===== config.mk =====
export PLATFORM = sky130hd
export DESIGN_NAME = uart_boot_loader
export DESIGN_NICKNAME = d
export VERILOG_FILES = /design/src/rtl/uart_boot_loader.sv
export SDC_FILE = /design/constraint.sdc
export NUM_CORES = 1
export LEC_CHECK = 0
export BUFFER_PORTS_ARGS = -buffer_cell sky130_fd_sc_hd__buf_2
export CAP_MARGIN = 20
export CORE_ASPECT_RATIO = 1.25
export CORE_MARGIN = 2
export CORE_UTILIZATION = 30
export CTS_BUF_LIST = sky130_fd_sc_hd__clkbuf_4
export CTS_CLUSTER_DIAMETER = 40
export DETAILED_ROUTE_END_ITERATION = 6
export GPL_TIMING_DRIVEN = 1
export PLACE_DENSITY = 0.54
export RECOVER_POWER = 100
export SLEW_MARGIN = 20
export SYNTH_ARGS = -nofsm -noshare
export SYNTH_HDL_FRONTEND = slang
export SYNTH_SLANG_ARGS = --single-unit

===== constraint.sdc =====
create_clock -name clk -period 2.4 [get_ports clk]
set_clock_uncertainty 0.1 [all_clocks]
set_input_delay 0.12 -clock clk [delete_from_list [all_inputs] [get_ports clk]]
set_output_delay 0.12 -clock clk [all_outputs]
set_load 0.01 [all_outputs]

===== src/rtl/uart_boot_loader.sv =====
// uart_boot_loader: UART image loader writing program words to memory while holding the core in reset (optional inter-byte timeout via BOOT_TIMEOUT_EN)
module uart_boot_loader #(
    parameter int CLOCK_FREQ     = 27000000,
    parameter int BIT_RATE       = 115200,
    parameter int MEMORY_SIZE    = 2048,
    parameter int TIMEOUT_CYCLES = 2700000
) (
    input  logic        clk,
    input  logic        reset,
    input  logic        rx,
    output logic        mem_we,
    output logic [31:0] mem_addr,
    output logic [31:0] mem_wdata,
    output logic        core_reset_o,
    output logic        boot_done,
    output logic        error
);
    localparam int CLKS_PER_BIT = CLOCK_FREQ / BIT_RATE;
    localparam int CW = $clog2(CLKS_PER_BIT) + 1;
    localparam logic [CW-1:0] HALF = CW'(CLKS_PER_BIT / 2 - 1);
    localparam logic [CW-1:0] FULL = CW'(CLKS_PER_BIT - 1);
    localparam logic [15:0] MAX_LEN = 16'(MEMORY_SIZE);
    localparam logic [7:0] SYNC = 8'hB5;

    typedef enum logic [1:0] {RX_IDLE, RX_START, RX_DATA, RX_STOP} rx_state_t;
    typedef enum logic [2:0] {L_IDLE, L_LEN_LO, L_LEN_HI, L_DATA, L_CSUM, L_DONE} ld_state_t;

    rx_state_t r_rx_state, w_rx_next;
    ld_state_t r_ld_state, w_ld_next;
    logic r_rx_s1, r_rx_s2;
    logic [CW-1:0] r_rx_cnt;
    logic [2:0] r_rx_bit;
    logic [7:0] r_rx_shift;
    logic r_byte_valid, r_frame_err;
    logic [15:0] r_len, r_idx;
    logic [1:0] r_bcnt;
    logic [23:0] r_word;
    logic [7:0] r_xor;
    logic r_mem_we, r_core_rst, r_done, r_error;
    logic [31:0] r_mem_addr, r_mem_wdata;
    logic w_tick_half, w_tick_full, w_sync, w_bad_len, w_busy, w_timeout, w_abort, w_last;
    logic [15:0] w_len;

    assign w_tick_half = r_rx_cnt == HALF;
    assign w_tick_full = r_rx_cnt == FULL;
    assign w_sync = r_byte_valid && r_rx_shift == SYNC;
    assign w_len = {r_rx_shift, r_len[7:0]};
    assign w_bad_len = w_len == 16'd0 || w_len > MAX_LEN;
    assign w_busy = r_ld_state != L_IDLE && r_ld_state != L_DONE;
    assign w_abort = w_busy && (r_frame_err || w_timeout);
    assign w_last = r_bcnt == 2'd3 && r_idx + 16'd1 == r_len;

    assign mem_we = r_mem_we;
    assign mem_addr = r_mem_addr;
    assign mem_wdata = r_mem_wdata;
    assign core_reset_o = r_core_rst;
    assign boot_done = r_done;
    assign error = r_error;

`ifdef BOOT_TIMEOUT_EN
    localparam logic [31:0] TO = 32'(TIMEOUT_CYCLES);
    logic [31:0] r_to_cnt;
    // saturating inter-byte watchdog, running only while a load is in progress
    always_ff @(posedge clk or negedge reset) begin
        if (!reset)
            r_to_cnt <= '0;
        else
            r_to_cnt <= (r_byte_valid || !w_busy) ? '0 : (r_to_cnt == TO ? r_to_cnt : r_to_cnt + 32'd1);
    end
    assign w_timeout = r_to_cnt == TO;
`else
    assign w_timeout = TIMEOUT_CYCLES < 0;
`endif

    // two-flop synchronizer for the asynchronous rx pin
    always_ff @(posedge clk or negedge reset) begin
        if (!reset) begin
            r_rx_s1 <= 1'b1;
            r_rx_s2 <= 1'b1;
        end else begin
            r_rx_s1 <= rx;
            r_rx_s2 <= r_rx_s1;
        end
    end

    // receiver next state: start check at half bit, data and stop at mid-bit
    always_comb begin
        w_rx_next = r_rx_state;
        case (r_rx_state)
            RX_IDLE:  w_rx_next = r_rx_s2 ? RX_IDLE : RX_START;
            RX_START: if (w_tick_half) w_rx_next = r_rx_s2 ? RX_IDLE : RX_DATA;
            RX_DATA:  if (w_tick_full && r_rx_bit == 3'd7) w_rx_next = RX_STOP;
            RX_STOP:  if (w_tick_full) w_rx_next = RX_IDLE;
            default:  w_rx_next = RX_IDLE;
        endcase
    end

    // receiver state, bit timer, data shift and byte/framing-error pulses
    always_ff @(posedge clk or negedge reset) begin
        if (!reset) begin
            r_rx_state   <= RX_IDLE;
            r_rx_cnt     <= '0;
            r_rx_bit     <= '0;
            r_rx_shift   <= '0;
            r_byte_valid <= 1'b0;
            r_frame_err  <= 1'b0;
        end else begin
            r_rx_state   <= w_rx_next;
            r_byte_valid <= r_rx_state == RX_STOP && w_tick_full && r_rx_s2;
            r_frame_err  <= r_rx_state == RX_STOP && w_tick_full && !r_rx_s2;
            r_rx_cnt     <= (r_rx_state == RX_IDLE || w_rx_next != r_rx_state || w_tick_full) ? '0 : r_rx_cnt + 1'b1;
            if (r_rx_state == RX_DATA && w_tick_full) begin
                r_rx_shift <= {r_rx_s2, r_rx_shift[7:1]};
                r_rx_bit   <= r_rx_bit + 3'd1;
            end
        end
    end

    // loader next state; framing errors and timeouts during a load abort to IDLE
    always_comb begin
        w_ld_next = r_ld_state;
        case (r_ld_state)
            L_IDLE, L_DONE: if (w_sync) w_ld_next = L_LEN_LO;
            L_LEN_LO:       if (r_byte_valid) w_ld_next = L_LEN_HI;
            L_LEN_HI:       if (r_byte_valid) w_ld_next = w_bad_len ? L_IDLE : L_DATA;
            L_DATA:         if (r_byte_valid && w_last) w_ld_next = L_CSUM;
            L_CSUM:         if (r_byte_valid) w_ld_next = r_rx_shift == r_xor ? L_DONE : L_IDLE;
            default:        w_ld_next = L_IDLE;
        endcase
        if (w_abort)
            w_ld_next = L_IDLE;
    end

    // loader datapath: length capture, word assembly, memory writes, checksum and flags
    always_ff @(posedge clk or negedge reset) begin
        if (!reset) begin
            r_ld_state  <= L_IDLE;
            r_len       <= '0;
            r_idx       <= '0;
            r_bcnt      <= '0;
            r_word      <= '0;
            r_xor       <= '0;
            r_mem_we    <= 1'b0;
            r_mem_addr  <= '0;
            r_mem_wdata <= '0;
            r_core_rst  <= 1'b1;
            r_done      <= 1'b0;
            r_error     <= 1'b0;
        end else begin
            r_ld_state <= w_ld_next;
            r_mem_we   <= 1'b0;
            if (r_frame_err || w_abort)
                r_error <= 1'b1;
            if (r_byte_valid && !w_abort) begin
                case (r_ld_state)
                    L_IDLE, L_DONE: if (w_sync) begin
                        r_error    <= 1'b0;
                        r_done     <= 1'b0;
                        r_idx      <= '0;
                        r_xor      <= '0;
                        r_bcnt     <= '0;
                        r_core_rst <= 1'b1;
                    end
                    L_LEN_LO: r_len[7:0] <= r_rx_shift;
                    L_LEN_HI: begin
                        r_len[15:8] <= r_rx_shift;
                        if (w_bad_len)
                            r_error <= 1'b1;
                    end
                    L_DATA: begin
                        r_xor  <= r_xor ^ r_rx_shift;
                        r_word <= {r_rx_shift, r_word[23:8]};
                        r_bcnt <= r_bcnt + 2'd1;
                        if (r_bcnt == 2'd3) begin
                            r_mem_we    <= 1'b1;
                            r_mem_addr  <= {14'd0, r_idx, 2'b00};
                            r_mem_wdata <= {r_rx_shift, r_word};
                            r_idx       <= r_idx + 16'd1;
                        end
                    end
                    L_CSUM: if (r_rx_shift == r_xor) begin
                        r_done     <= 1'b1;
                        r_core_rst <= 1'b0;
                    end else
                        r_error <= 1'b1;
                    default: ;
                endcase
            end
        end
    end
endmodule

; ---- After elaboration in Yosys (flattened, before gate mapping)
; Cells that the tools add are included.
; Widths: inputs -> output; s select.
[op_classes]
addsub = 4
magnitude_cmp = 1
n_eq_ne = 25
n_mux = 38
bitwise_logic = 1
n_reduce_logical = 32
[ops]
columns = op, n
row1 = $mux 16, 2
row2 = $pmux 16 s2, 1
row3 = $mux 3, 7
row4 = $ne 3x3->1 const B, 6
row5 = $add 16x1->16 const B, 1
row6 = $eq 16x16->1, 1
row7 = $gt 16x12->1 const B, 1
row8 = $logic_not 16->1, 1
row9 = $pmux 8 s2, 1
row10 = $pmux 3 s5, 1
row11 = $mux 1, 13
row12 = $mux 2, 6
row13 = $logic_and 1x1->1, 11
row14 = $add 9x1->9 const B, 1
row15 = $eq 3x3->1 const B, 3
row16 = $eq 9x7->1 const B, 1
row17 = $eq 9x8->1 const B, 1
row18 = $mux 9, 1
row19 = $eq 8x8->1, 1
row20 = $eq 8x8->1 const B, 1
row21 = $mux 8, 1
row22 = $pmux 2 s4, 1
row23 = $reduce_and 4->1, 2
row24 = $xor 8x8->8, 1
row25 = other kinds (21), 35
[totals]
regBits = 147
input_bits = 3
output_inout_bits = 68
elab_cells = 122

; ---- Longest topological paths before layout
; Gate-level depths: netlist of run 1.
[depth]
ltp_word = 8
ltp_mapped = 9
ltp_nobuf = 8

; ---- Least setup slack after synthesis of run 1
; OpenSTA, ideal clock, no wires.
[synth_path]
path_kind = flip-flop to flip-flop
from = reg r_idx[1]
to = reg r_ld_state[1]
setup_ns = 0.119
arrival_ns = 1.982
required_time_ns = 2.181
path_slack_ns = 0.199
stages_incl_launch_ff = 8
path_buffers = 0
synth_period_minus_slack_ns = 2.201
path_cell_list = dfrtp_1 -> ha_1 -> nand4_2 -> or3_4 -> mux2_4 -> a31oi_2 -> o2111ai_2 -> o21a_1
[synth_via]
elab_chain_cells = 6
[synth_rtl]
columns = element, line
row1 = from (decl), 35  ; logic [15:0] r_len, r_idx;
row2 = from (signal assigned), 178  ; r_idx <= r_idx + 16'd1;
row3 = $add 16x1->16, 51  ; assign w_last = r_bcnt == 2'd3 && r_idx + 16'd1 == r_len;
row4 = $eq 16x16->1, 51
row5 = $logic_and 1x1->1, 51
row6 = $logic_and 1x1->1, 126  ; L_DATA: if (r_byte_valid && w_last) w_ld_next = L_CSUM;
row7 = $ne 3x3->1 (no source line), --
row8 = $reduce_and 5->1 (no source line), --
row9 = to (signal assigned), 150  ; r_ld_state <= w_ld_next;
row10 = to (decl), 29  ; ld_state_t r_ld_state, w_ld_next;
; Every way passes these cells.
; A chain may end at the register's enable or synchronous reset.

; ---- Final worst setup path of run 1
[layout_path]
from = reg r_ld_state[2]
to = reg r_len[5]
[layout_via]
elab_chain_cells = 6
elab_cells_between_ends = 8
cone_classes = 2 x eq/ne / 6 x reduce/logical
[layout_rtl]
columns = element, line
row1 = $ne 3x3->1 or $reduce_bool 3->1 (tied branches), 49  ; assign w_busy = r_ld_state != L_IDLE && r_ld_state != L_DONE;
row2 = $logic_and 1x1->1, 49
row3 = $logic_and 1x1->1, 50  ; assign w_abort = w_busy && (r_frame_err || w_timeout);
row4 = $logic_not 1->1, 154  ; if (r_byte_valid && !w_abort) begin
row5 = $logic_and 1x1->1, 154
row6 = $reduce_and 2->1 (no source line) (*), --
row7 = to (signal assigned), 164  ; L_LEN_LO: r_len[7:0] <= r_rx_shift;
row8 = to (decl), 35
; Mark *: on every way between the ends. The rest lies on a longest branch, timed or not.

==> reports/metrics.csv, run 1 <==
metric;value;unit
Std-Cell Rows;63;
Worst slew margin;0.129;
startpoint of the most critical register-to-register path;r_ld_state[2];
starting density of the core;0.303;
proportion of synthesized chip area in sequential cells;0.518;
peak supply drop;0.000306;V
sort of element at the end of the critical path;register;
category of the most critical setup path;reg2reg;
number of hold-slack violations in the final timing report;0;
number of antenna violations at the first check in global routing;1;
Leak;3.98;nW
summed area of non-filler cells in the final layout;0.00810;mm2
proportion of synthesized flip-flops having asynchronous set or reset;1.00;
area share of the largest cell type after synthesis;0.507;
core area;0.0235;mm2
synthesized instance count;766;
class of the worst hold path;in2reg;
count of flip-flops with a built-in enable after synthesis;0;
number of max-slew violations in the final report;0;
hold path startpoint;rx;
mean post-synth cell area;9.28;um2
CTS tree;built;
biggest fanout along the worst timing path;8;
measured slew at the worst slew-check pin;1.31;ns
relative area change from synthesis to final layout;14.0;%
Worst Hold Path Cells;2;
post-synth cell types;66;
logic depth of the worst register-to-register path;7;
mean routed wirelength per cell;14.7;um
detailed placement HPWL;11400;um
period utilisation layout;0.949;
number of placed I/O pins;71;
top cell types by occurrence after synthesis;nand2_1 (251), dfrtp_1 (144), nor2_1 (40);
total power of the final layout;4.39;mW
layout cell share with drive strength beyond 1;0.132;
clock latency reported for the late side of the worst-skew pair;0.58;ns
Cell Area, Placed;0.00782;mm2
cell types with the largest area share after synthesis;dfrtp_1 (51%), nand2_1 (13%), mux2_2 (2.5%);
master cell of the clock root buffer;clkbuf_4;
register-to-register setup slack;0.12;ns
CP Data Arrival Time;2.62;ns
Remaining Overflow, GRT;0;
wire length of the first global-routing pass;28400;um
Reg-to-Reg End;r_len[5];
Inserted Clock Buffers;17;
clock slew at reported path FFs;0.13;ns
Fmax;439;MHz
synthesis warning total;0;
floorplan die width;142;um
time the final worst path needs with I/O delays and setup;2.28;ns
Vert. Die Dim;176;um
count of vias placed by the detailed router;5396;
kind of start point of the critical path;register;
most used flip-flop cell after synthesis;dfrtp_1;
pin count of the biggest net entering global routing;97;
Routed Wire Length;16700;um
Pwr Density;542;mW/mm2
CTS sink cnt;147;
final setup fails;0;
final-stage net count;845;
via count normalized by instance count;4.73;
Remaining DRCs;0;
final RePlAce weighted congestion;0.840;
flip-flop and latch count after synthesis;147;
sum of negative setup slack;0;ns
Antenna Violating Nets Remaining;0;
number of global-route vias before repair;5343;
top-count cell post-synth;nand2_1;
DR pass1 iterations;4;
worst hold slack across all endpoints;0.0944;ns
endpoint required time on the critical path;2.74;ns
Post-Syn Area;0.00711;mm2
First DRT Iteration DRCs;352;
result of the run;completed;
Port Buf Inserts;54;
GRT Util Overall;0.142;
Clock Path Buffers;2;
Maximum Capacitance Violations;0;
utilization after layout;0.345;
hold endpoint;r_rx_s1;
total die area;0.0250;mm2
area leader, netlist;dfrtp_1;
H-tree Lvls;4;
## final cells by class
type | instances | area (um2)
antenna | 1 | 2.50
clock buffer | 19 | 143
tap | 292 | 365
inverter | 13 | 48.8
multi-input combinational | 558 | 3120
fill | 2482 | 15400
timing repair buffer | 98 | 542
clock inverter | 13 | 198
sequential | 147 | 3690
## worst max-delay path by stage
stage,startpoint,to,slack (ns),depth (start not counted)
3_5_place_dp,r_idx[0],r_ld_state[1],0.15,7
3_3_place_gp,r_idx[4],r_ld_state[1],0.21,6
2_1_floorplan,r_idx[1],r_ld_state[1],0.20,7
6_report,r_ld_state[2],r_len[5],0.12,7
4_1_cts,r_idx[2],r_ld_state[1],0.09,6
5_1_grt,r_idx[2],r_ld_state[1],-0.03,6
## per-layer routing
layer / routed length [um] / global-route usage / up-vias
met4: 284 / 0.0454 / 0
li1: - / - / 2670
met2: 8210 / 0.234 / 99
met1: 7690 / 0.189 / 2601
met5: 0 / 0 / -
met3: 547 / 0.0287 / 26
## critical path, stage by stage (launching register included)
cell      delay, ns
dfrtp_1        0.42
nor2_1         0.16
o21ai_1        0.12
a21o_1         0.26
clkbuf_2       0.16
nor4_4         0.21
clkbuf_1       0.37
mux2_2         0.38
## layout by cell type (no fill, tap or decap), drive strengths merged, types with 18 or more instances in the layout
| master | count |
|---|---|
| buf | 33 |
| inv | 18 |
| dfrtp | 144 |
| nand2 | 251 |
| o21ai | 22 |
| nor2 | 40 |
| clkbuf | 81 |
| a21oi | 25 |
| mux2 | 24 |
| xor2 | 18 |
## where the power goes
group / switching [mW] / leakage [nW] / internal [mW] / total (mW)
registers: 0.00136 / 2.02 / 2.48 / 2.48
logic: 0.0594 / 1.78 / 0.00542 / 0.0648
clock network: 0.974 / 0.184 / 0.873 / 1.85
total: 1.03 / 3.98 / 3.36 / 4.39
## repair_timing
| item | CTS | global route |
|---|---|---|
| hold buffers | 3 | 0 |
| setup buffers | 0 | 1 |
| resized for setup | 0 | 15 |
| setup endpoints to repair | 0 | 9 |
| endpoints found under the hold margin | 148 | 0 |
## logic make-up after synthesis
family | synth area share
buffers and inverters | 0.0540
XOR/XNOR | 0.0440
adder cells (fa/ha/maj) | 0.0123
AND/OR/NAND/NOR | 0.232
flip-flops | 0.518
other | 0.000527
multiplexers | 0.0450
AO/OA/AOI/OAI | 0.0941
## sequential cells by signal, indices dropped and copies added (netlist names), 2 cells and up
register,cells
r_idx,16
r_len,16
r_ld_state,3
r_rx_bit,3
mem_addr,16
r_rx_state,2
r_xor,8
r_bcnt,2
r_rx_shift,8
r_rx_cnt,9
r_word,24
mem_wdata,32
## per-stage QoR
step	cells	setup slack (ns)
after detailed placement	1104	0.151
after global placement	1104	0.208
after floorplan	781	0.199
final	1141	0.124
after CTS	1139	0.0901
after global routing	1141	-0.0315
(Power assumes the default switching activity.)
==> inputs of run 2 (changes only) <==
Settings changed: CORE_UTILIZATION 30 to 54, PLACE_DENSITY 0.54 to 0.82, REMOVE_ABC_BUFFERS set to 1.
==> run 2 against run 1 <==
Effect of this change:
- the flow now finishes with violations (capacitance limit, slew limit)
- clock-buffer cell count shrank 2
- cell count is 11% lower
- sequential cell count is the same
- sequential share of layout area increased by 1.2 points
- via count rose by 1.8%
- non-clock buffer count shrank 6
- core utilization grew 27 points
- global-route usage is 7.8 points higher
- routed wire length decreased by 9.9%
- critical path depth unchanged
- total power decreased by 3.0%
- design area fell by 2.8%
==> reports/metrics.csv, run 2 (synthesized netlist as in run 1, its figures left out) <==
metric;value;unit
internal power;3.17;mW
via count normalized by instance count;5.44;
relative area change from synthesis to final layout;10.8;%
Remaining DRCs;0;
peak supply drop;0.000315;V
clock power share;0.401;
Fmax;436;MHz
result of the run;finished, violations left;
detailed placement HPWL;10400;um
master cell of the clock root buffer;clkbuf_4;
final setup fails;0;
total die area;0.0141;mm2
CP Data Arrival Time;2.64;ns
Cell Area, Placed;0.00764;mm2
kind of start point of the critical path;register;
relative contribution of combinational cells to total power;0.016;
clock slew at reported path FFs;0.15;ns
combined buffer and inverter count along the critical path;0;
wire length of the first global-routing pass;25100;um
First DRT Iteration DRCs;403;
GRT Util Overall;0.220;
final RePlAce weighted congestion;0.885;
class of the worst hold path;in2reg;
endpoint required time on the critical path;2.75;ns
register share of total power;0.582;
Worst Hold Path Cells;2;
Std-Cell Rows;46;
unrepaired setup endpoints after global routing;no;
category of the most critical setup path;reg2reg;
Worst slew margin;-0.235;
starting density of the core;0.557;
biggest fanout along the worst timing path;5;
pin count of the biggest net entering global routing;73;
H-tree Lvls;4;
Antenna Violating Nets Remaining;0;
most frequent standard cell in the layout excluding fill and tap cells;nand2_1;
Clock Path Buffers;2;
number of antenna violations at the first check in global routing;0;
switching power;1.10;mW
measured slew at the worst slew-check pin;1.85;ns
highest-count cells in the layout ignoring fill and taps;nand2_1 (251), dfrtp_1 (144), clkbuf_1 (54), nor2_1 (40), buf_4 (26);
post-place setup slack;0.106;ns
CP peak stage delay;0.47;ns
logic depth of the worst register-to-register path;7;
DR pass1 iterations;5;
Vert. Die Dim;132;um
Pwr Density;541;mW/mm2
worst hold slack across all endpoints;0.113;ns
floorplan die width;107;um
series of cell instances along the critical path;ha_4, nand4_2, or3_4, mux2_4, a31oi_2, o2111ai_2, a21o_1;
logic depth of the worst path, buffers included;7;
period utilisation layout;0.956;
setup ws final;0.107;ns
CTS tree;built;
flip-flop count of the largest register after layout;32;
sort of element at the end of the critical path;register;
Port Buf Inserts;54;
count of vias placed by the detailed router;5493;
Inserted Clock Buffers;17;
number of hold-slack violations in the final timing report;0;
number of placed instances with taps included;975;
Maximum Capacitance Violations;1;
layout cell share with drive strength beyond 1;0.120;
number of placed I/O pins;71;
Routed Wire Length;15100;um
CTS sink cnt;147;
summed area of non-filler cells in the final layout;0.00788;mm2
violations in the final reports;capacitance limit, slew limit;
CP max stage cell;dfrtp_1;
Remaining Overflow, GRT;0;
clock latency reported for the late side of the worst-skew pair;0.56;ns
core area;0.0128;mm2
mean routed wirelength per cell;14.9;um
Finished Layout Cells;1010;
final-stage net count;839;
sum of negative setup slack;0;ns
number of antenna cells inserted;0;
number of global-route vias before repair;5209;
switching power as a share of total power;0.257;
time the final worst path needs with I/O delays and setup;2.29;ns
Leak;3.96;nW
number of max-slew violations in the final report;71;
cell family with most CP delay;simple AND/OR/NAND/NOR gates;
[run 2: final timing paths]
check                      slack, ns       endpoint      from
hold reg to reg                 0.27        r_rx_s2   r_rx_s1
hold / removal                  0.11        r_rx_s1        rx
setup reg to reg                0.11  r_ld_state[0]  r_idx[1]
min in group asynchronous       0.45    r_rx_cnt[1]     reset
setup / recovery                0.11  r_ld_state[0]  r_idx[1]
max in group asynchronous       0.61      r_bcnt[0]     reset
[run 2: routing by layer]
metal	GRT usage	routed length [um]	vias to the layer above
met3	0.0465	528	29
li1	-	-	2664
met1	0.282	6490	2671
met5	0	0	-
met4	0.0837	329	0
met2	0.367	7740	129
[run 2: final cells by class]
cell class                 count  area (um2)
timing repair buffer          92         528
multi-input combinational    558        3090
sequential                   147        3680
clock inverter                15         185
tap                          168         210
fill                        1127        4900
clock buffer                  17         128
inverter                      13        48.8
[run 2: stage by stage]
step / util / power (mW)
6_report: 0.616 / 4.26
4_1_cts: 0.624 / 4.30
3_3_place_gp: 0.598 / 2.60
5_1_grt: 0.616 / 4.41
3_5_place_dp: 0.598 / 2.60
2_1_floorplan: - / 2.54
[run 2: power by group through the flow]
stage                     combinational [mW]  clock (mW)  sequential, mW
after CTS                             0.0744        1.74            2.48
final                                 0.0698        1.71            2.48
after detailed placement              0.0717           0            2.53
after floorplan                       0.0109           0            2.53
after global routing                  0.0836        1.85            2.48
after global placement                0.0711           0            2.53
[run 2: repair_timing]
action / 4_1_cts / 5_1_grt
buffers inserted: 0 / 1
gates resized for setup: 0 / 7
endpoints found under the setup margin: 0 / 4
hold buffers: 2 / 0
endpoints found under the hold margin: 146 / 0
